[src/rtl/cla_pkg.sv]
// Shared types and carry-lookahead helpers for the pipelined 32-bit add/subtract unit.
package cla_pkg;

   localparam int WORD_W  = 32;
   localparam int GROUP_W = 4;
   localparam int HALF_W  = 16;

   typedef logic [WORD_W-1:0] word_t;
   typedef logic [HALF_W-1:0] half_t;

   typedef struct packed {
      logic p;
      logic g;
   } pg_t;

   // Group propagate/generate of a 4-bit slice.
   function automatic pg_t group_pg(input logic [3:0] p, input logic [3:0] g);
      pg_t r;
      r.p = &p;
      r.g = g[3] | (p[3] & g[2]) | (p[3] & p[2] & g[1]) | (p[3] & p[2] & p[1] & g[0]);
      return r;
   endfunction

   // Flattened lookahead carries into positions 0..3 of a 4-wide slice.
   function automatic logic [3:0] carries4(input logic [2:0] p, input logic [2:0] g,
                                           input logic c0);
      logic [3:0] c;
      c[0] = c0;
      c[1] = g[0] | (p[0] & c0);
      c[2] = g[1] | (p[1] & g[0]) | (p[1] & p[0] & c0);
      c[3] = g[2] | (p[2] & g[1]) | (p[2] & p[1] & g[0]) | (p[2] & p[1] & p[0] & c0);
      return c;
   endfunction

endpackage

[src/rtl/cla_block16.sv]
// Combinational 16-bit two-level carry-lookahead adder: four 4-bit groups under
// one second-level lookahead unit.
module cla_block16
   import cla_pkg::*;
(
   input  logic [HALF_W-1:0] a,
   input  logic [HALF_W-1:0] b,
   input  logic              cin,
   output logic [HALF_W-1:0] s,
   output logic              c_msb_in,
   output logic              cout
);

   localparam int NGRP = HALF_W / GROUP_W;

   half_t            p;
   half_t            g;
   half_t            c;
   logic [NGRP-1:0]  grp_p;
   logic [NGRP-1:0]  grp_g;
   logic [NGRP-1:0]  grp_c;
   pg_t              blk;

   assign p = a ^ b;
   assign g = a & b;

   always_comb begin
      grp_p = '0;
      grp_g = '0;
      c     = '0;
      for (int i = 0; i < NGRP; i++) begin
         {grp_p[i], grp_g[i]} = group_pg(p[GROUP_W*i +: GROUP_W], g[GROUP_W*i +: GROUP_W]);
      end
      // Second level resolves the carry into each group from group P/G only.
      grp_c = carries4(grp_p[NGRP-2:0], grp_g[NGRP-2:0], cin);
      blk   = group_pg(grp_p, grp_g);
      for (int i = 0; i < NGRP; i++) begin
         c[GROUP_W*i +: GROUP_W] = carries4(p[GROUP_W*i +: GROUP_W-1],
                                            g[GROUP_W*i +: GROUP_W-1], grp_c[i]);
      end
   end

   assign s        = p ^ c;
   assign c_msb_in = c[HALF_W-1];
   assign cout     = blk.g | (blk.p & cin);

endmodule

[src/rtl/cla_addsub_pipe32.sv]
// Two-stage pipelined 32-bit add/subtract: low half resolved in stage 1, high half
// plus flags in stage 2, valid/ready handshake on both sides.
module cla_addsub_pipe32
   import cla_pkg::*;
#(
   parameter int WIDTH = 32,
   parameter int GROUP = 4
) (
   input  logic             clk,
   input  logic             rst,
   input  logic             in_valid,
   output logic             in_ready,
   input  logic [WIDTH-1:0] a,
   input  logic [WIDTH-1:0] b,
   input  logic             sub,
   input  logic             cin,
   output logic             out_valid,
   input  logic             out_ready,
   output logic [WIDTH-1:0] sum,
   output logic             cout,
   output logic             ovf,
   output logic             zero
);

   if (WIDTH != WORD_W || GROUP != GROUP_W) begin : g_bad_params
      $error("cla_addsub_pipe32 supports only WIDTH=32, GROUP=4");
   end

   word_t bi;
   logic  c0;
   logic  in_fire;
   logic  s2_adv;
   logic  s1_ready;
   half_t s_lo;
   half_t s_hi;
   logic  c16;
   logic  c15_unused;
   logic  c31;
   logic  c32;

   logic  vld_p1_d,    vld_p1_q;
   half_t sum_lo_p1_d, sum_lo_p1_q;
   half_t a_hi_p1_d,   a_hi_p1_q;
   half_t bi_hi_p1_d,  bi_hi_p1_q;
   logic  c16_p1_d,    c16_p1_q;

   logic  vld_p2_d,    vld_p2_q;
   word_t sum_p2_d,    sum_p2_q;
   logic  cout_p2_d,   cout_p2_q;
   logic  ovf_p2_d,    ovf_p2_q;
   logic  zero_p2_d,   zero_p2_q;

   assign bi = b ^ {WIDTH{sub}};
   assign c0 = sub | cin;

   // ---- stage 1: low half ----
   cla_block16 u_lo (
      .a        (a[HALF_W-1:0]),
      .b        (bi[HALF_W-1:0]),
      .cin      (c0),
      .s        (s_lo),
      .c_msb_in (c15_unused),
      .cout     (c16)
   );

   // ---- stage 2: high half, carry-in taken from the stage 1 register ----
   cla_block16 u_hi (
      .a        (a_hi_p1_q),
      .b        (bi_hi_p1_q),
      .cin      (c16_p1_q),
      .s        (s_hi),
      .c_msb_in (c31),
      .cout     (c32)
   );

   // The out_ready -> in_ready combinational path is intentional: full throughput
   // with a one-deep stage per half.
   always_comb begin
      s2_adv   = vld_p1_q & (~vld_p2_q | out_ready);
      s1_ready = ~vld_p1_q | s2_adv;
      in_fire  = in_valid & s1_ready;

      vld_p1_d    = in_fire ? 1'b1 : (s2_adv ? 1'b0 : vld_p1_q);
      sum_lo_p1_d = in_fire ? s_lo : sum_lo_p1_q;
      a_hi_p1_d   = in_fire ? a[WIDTH-1:HALF_W] : a_hi_p1_q;
      bi_hi_p1_d  = in_fire ? bi[WIDTH-1:HALF_W] : bi_hi_p1_q;
      c16_p1_d    = in_fire ? c16 : c16_p1_q;

      vld_p2_d  = s2_adv ? 1'b1 : ((vld_p2_q & out_ready) ? 1'b0 : vld_p2_q);
      sum_p2_d  = s2_adv ? {s_hi, sum_lo_p1_q} : sum_p2_q;
      cout_p2_d = s2_adv ? c32 : cout_p2_q;
      ovf_p2_d  = s2_adv ? (c31 ^ c32) : ovf_p2_q;
      zero_p2_d = s2_adv ? ~|{s_hi, sum_lo_p1_q} : zero_p2_q;
   end

   always_ff @(posedge clk or posedge rst) begin
      if (rst) begin
         vld_p1_q  <= 1'b0;
         vld_p2_q  <= 1'b0;
         sum_p2_q  <= '0;
         cout_p2_q <= 1'b0;
         ovf_p2_q  <= 1'b0;
         zero_p2_q <= 1'b0;
      end else begin
         vld_p1_q  <= vld_p1_d;
         vld_p2_q  <= vld_p2_d;
         sum_p2_q  <= sum_p2_d;
         cout_p2_q <= cout_p2_d;
         ovf_p2_q  <= ovf_p2_d;
         zero_p2_q <= zero_p2_d;
      end
   end

   always_ff @(posedge clk) begin
      sum_lo_p1_q <= sum_lo_p1_d;
      a_hi_p1_q   <= a_hi_p1_d;
      bi_hi_p1_q  <= bi_hi_p1_d;
      c16_p1_q    <= c16_p1_d;
   end

   assign in_ready  = s1_ready;
   assign out_valid = vld_p2_q;
   assign sum       = sum_p2_q;
   assign cout      = cout_p2_q;
   assign ovf       = ovf_p2_q;
   assign zero      = zero_p2_q;

endmodule

[config.mk]
export PLATFORM = sky130hd
export DESIGN_NAME = cla_addsub_pipe32
export DESIGN_NICKNAME = d
export VERILOG_FILES = /design/src/rtl/cla_pkg.sv /design/src/rtl/cla_block16.sv /design/src/rtl/cla_addsub_pipe32.sv
export SDC_FILE = /design/constraint.sdc
export NUM_CORES = 1
export LEC_CHECK = 0
export ABC_CLOCK_PERIOD_IN_PS = 5050
export BUFFER_PORTS_ARGS = -buffer_cell sky130_fd_sc_hd__buf_2
export CORE_MARGIN = 2
export CORE_UTILIZATION = 55
export DETAILED_ROUTE_END_ITERATION = 10
export PLACE_DENSITY = 0.83
export SLEW_MARGIN = 20
export SYNTH_ARGS = -nofsm -noshare
export SYNTH_HDL_FRONTEND = slang
export SYNTH_HIERARCHICAL = 1
export SYNTH_SLANG_ARGS = --single-unit
[constraint.sdc]
create_clock -name clk -period 5.05 [get_ports clk]
set_input_delay 1.01 -clock clk [delete_from_list [all_inputs] [get_ports clk]]
set_output_delay 1.01 -clock clk [all_outputs]
set_load 0.05 [all_outputs]
==> results.txt <==
Layout Utilization: 65.9%
DRC violations left: 0
Setup Skew: 0.0119 ns
number of sinks handled by clock tree synthesis: 86
fmax: 299 MHz
area of the mapped netlist: 0.00483 mm²
Via density: 5.54
share of post-route cells with drive strength above 1: 36.7%
Fin Setup TNS: 0 ns
vias after detailed routing: 3227
Horiz. Die Dim: 97.7 µm
P_leak: 2.63 nW
Routed met3 length: 442 µm
H-tree depth: 3
wire length of the first global-routing pass: 15800 µm
initial core utilization: 56.2%
hpwl dp: 7310 µm
global-route congestion overflow total: 0
ANT cells: 0
TritonCTS buffer count: 9
cell breakdown of the critical path: buf_2 > xor2_1 > ha_1 > and3_4 > a221o_1 > o21ai_0 > nand2b_1 > fa_1 > xor2_1
Slowest Stage Delay on Critical Path: 0.41 ns
DRT antenna net count: 0
synthesized instance count: 357
number of antenna violations at the first check in global routing: 0
type of the worst min-delay path: flip-flop to flip-flop
Area Overhead vs Synth: 17.4%
top layer used by detailed routing: met4
kind of start point of the critical path: input port
die footprint: 0.00954 mm²
port bufs: 106
Pwr Density: 433 mW/mm²
core outline area: 0.00859 mm²
total of hold buffers inserted after clock tree synthesis: 0
synthesized area per cell: 13.5 µm²
total of cells resized after clock tree synthesis: 0
Max Fanout on Critical Path: 12
TritonCTS clock tree: done
worst-skew pair later-pin latency: 0.36 ns
post-route met1 wirelength: 4160 µm
time the worst path needs with I/O delays and setup: 3.34 ns
worst hold slack across all endpoints: 0.513 ns
setup repair after global routing missed its margin: no
fin worst setup slack: 1.71 ns
post-detailed-placement cell area: 0.00545 mm²
starting DRC count in detailed routing: 85
Final Instance Area: 0.00566 mm²
final count of pins violating max slew: 0
result of the run: completed
maximum number of pins on one net before global-route repair: 50
worst rel slew slack: 56.2%
standard-cell row count: 34
Worst-path clk slew: 0.09 ns
Total Wirelength: 9740 µm
root cell of the clock tree: clkbuf_8
average wire per cell in the routed design: 16.7 µm
total global-route track usage: 20.9%
most common cell after layout, fill and taps aside: buf_2
slew at the pin closest to its max-slew limit: 0.657 ns
delay-heaviest family, CP: adder cells
Arr. time, crit path: 3.44 ns
maximum clock path buffer count: 2
iteration count of the initial detailed-routing pass: 4
DR WL met2: 4890 µm
Worst setup EP type: flip-flop
share of the cycle needed by the critical path after routing: 66.2%
Buf+Inv Stages, Crit Path: 1
Critical Path Most Common Cell: xor2_1
syn nets: 467
critical path class: input port to flip-flop
final setup violation count: 0
total number of yosys warnings: 6
leading cell types in the layout, fill and taps excluded: 106 x buf_2, 49 x edfxtp_1, 44 x xor2_1, 37 x dfrtp_1, 32 x ha_1
Worst EP required: 5.15 ns
num ports: 107
total of max-cap violations: 0
worst slack after detailed placement: 1.33 ns
Chip Height: 97.7 µm
RePlAce Congestion: 0.849
endpoints failing hold: 0
vias in the first global route: 3314
post-layout net count: 579
Post-CTS Repair Setup Buffers: 0
worst ir drop on vdd: 0.213 mV
highest-delay cell along the critical path: a221o_1
## worst reg2reg max path, stage by stage, from the launching register on
cell and delay [ns]:
edfxtp_1 0.39, ha_1 0.34, a21oi_1 0.32, o21ai_1 0.15, a21oi_2 0.27, nand2_1 0.14
fa_1 0.40, xor2_1 0.20, nor4_1 0.37, nand4_1 0.15, o31ai_1 0.24
## path summary, 6_finish.rpt
path | start | endpoint | slack [ns] | cells after the start
max reg2reg | a_hi_p1_q[9]$_DFFE_PP_ | zero$_DFFE_PP0P_ | 1.99 | 10
max | sub | sum_lo_p1_q[13]$_DFFE_PP_ | 1.71 | 9
max in group asynchronous | rst | sum[16]$_DFFE_PP0P_ | 3.93 | 3
min reg2reg | sum_lo_p1_q[5]$_DFFE_PP_ | sum[5]$_DFFE_PP0P_ | 0.51 | 1
min | sum_lo_p1_q[5]$_DFFE_PP_ | sum[5]$_DFFE_PP0P_ | 0.51 | 1
min in group asynchronous | rst | sum[5]$_DFFE_PP0P_ | 0.78 | 3
## power by group
part           total (W)  internal, W  switching (W)
combinational   0.000947     0.000334       0.000614
clock           0.000523     0.000278       0.000245
sequential      0.000982     0.000897      0.0000851
total            0.00245      0.00151       0.000944
## stage by stage
| step | cells | total power [W] |
|---|---|---|
| detailed placement | 566 | 0.00194 |
| finish | 582 | 0.00245 |
| CTS | 582 | 0.00246 |
| global placement | 566 | 0.00191 |
| global route | 582 | 0.00256 |
| floorplan | 357 | 0.00171 |
## flip-flops by register name, indices dropped and copies added (netlist names)
| signal | cells |
|---|---|
| sum | 32 |
| out_valid | 1 |
| zero | 1 |
| c16_p1_q | 1 |
| cout | 1 |
| sum_lo_p1_q | 16 |
| bi_hi_p1_q | 16 |
| vld_p1_q | 1 |
| a_hi_p1_q | 16 |
| ovf | 1 |
## final cells by class
type                       instances  area [µm²]
timing repair buffer             108         546
clock buffer                      10         128
sequential                        86        2400
tap                              108         135
fill                             649        2930
clock inverter                     6        86.3
inverter                          15        56.3
multi-input combinational        249        2320
## routing by layer
layer | vias up | global-route usage, %
li1 | 1523 | -
met1 | 1575 | 27.1
met2 | 104 | 35.1
met3 | 25 | 2.81
met4 | 0 | 9.51
met5 | - | 0
Power figures use the tool's default switching activity.
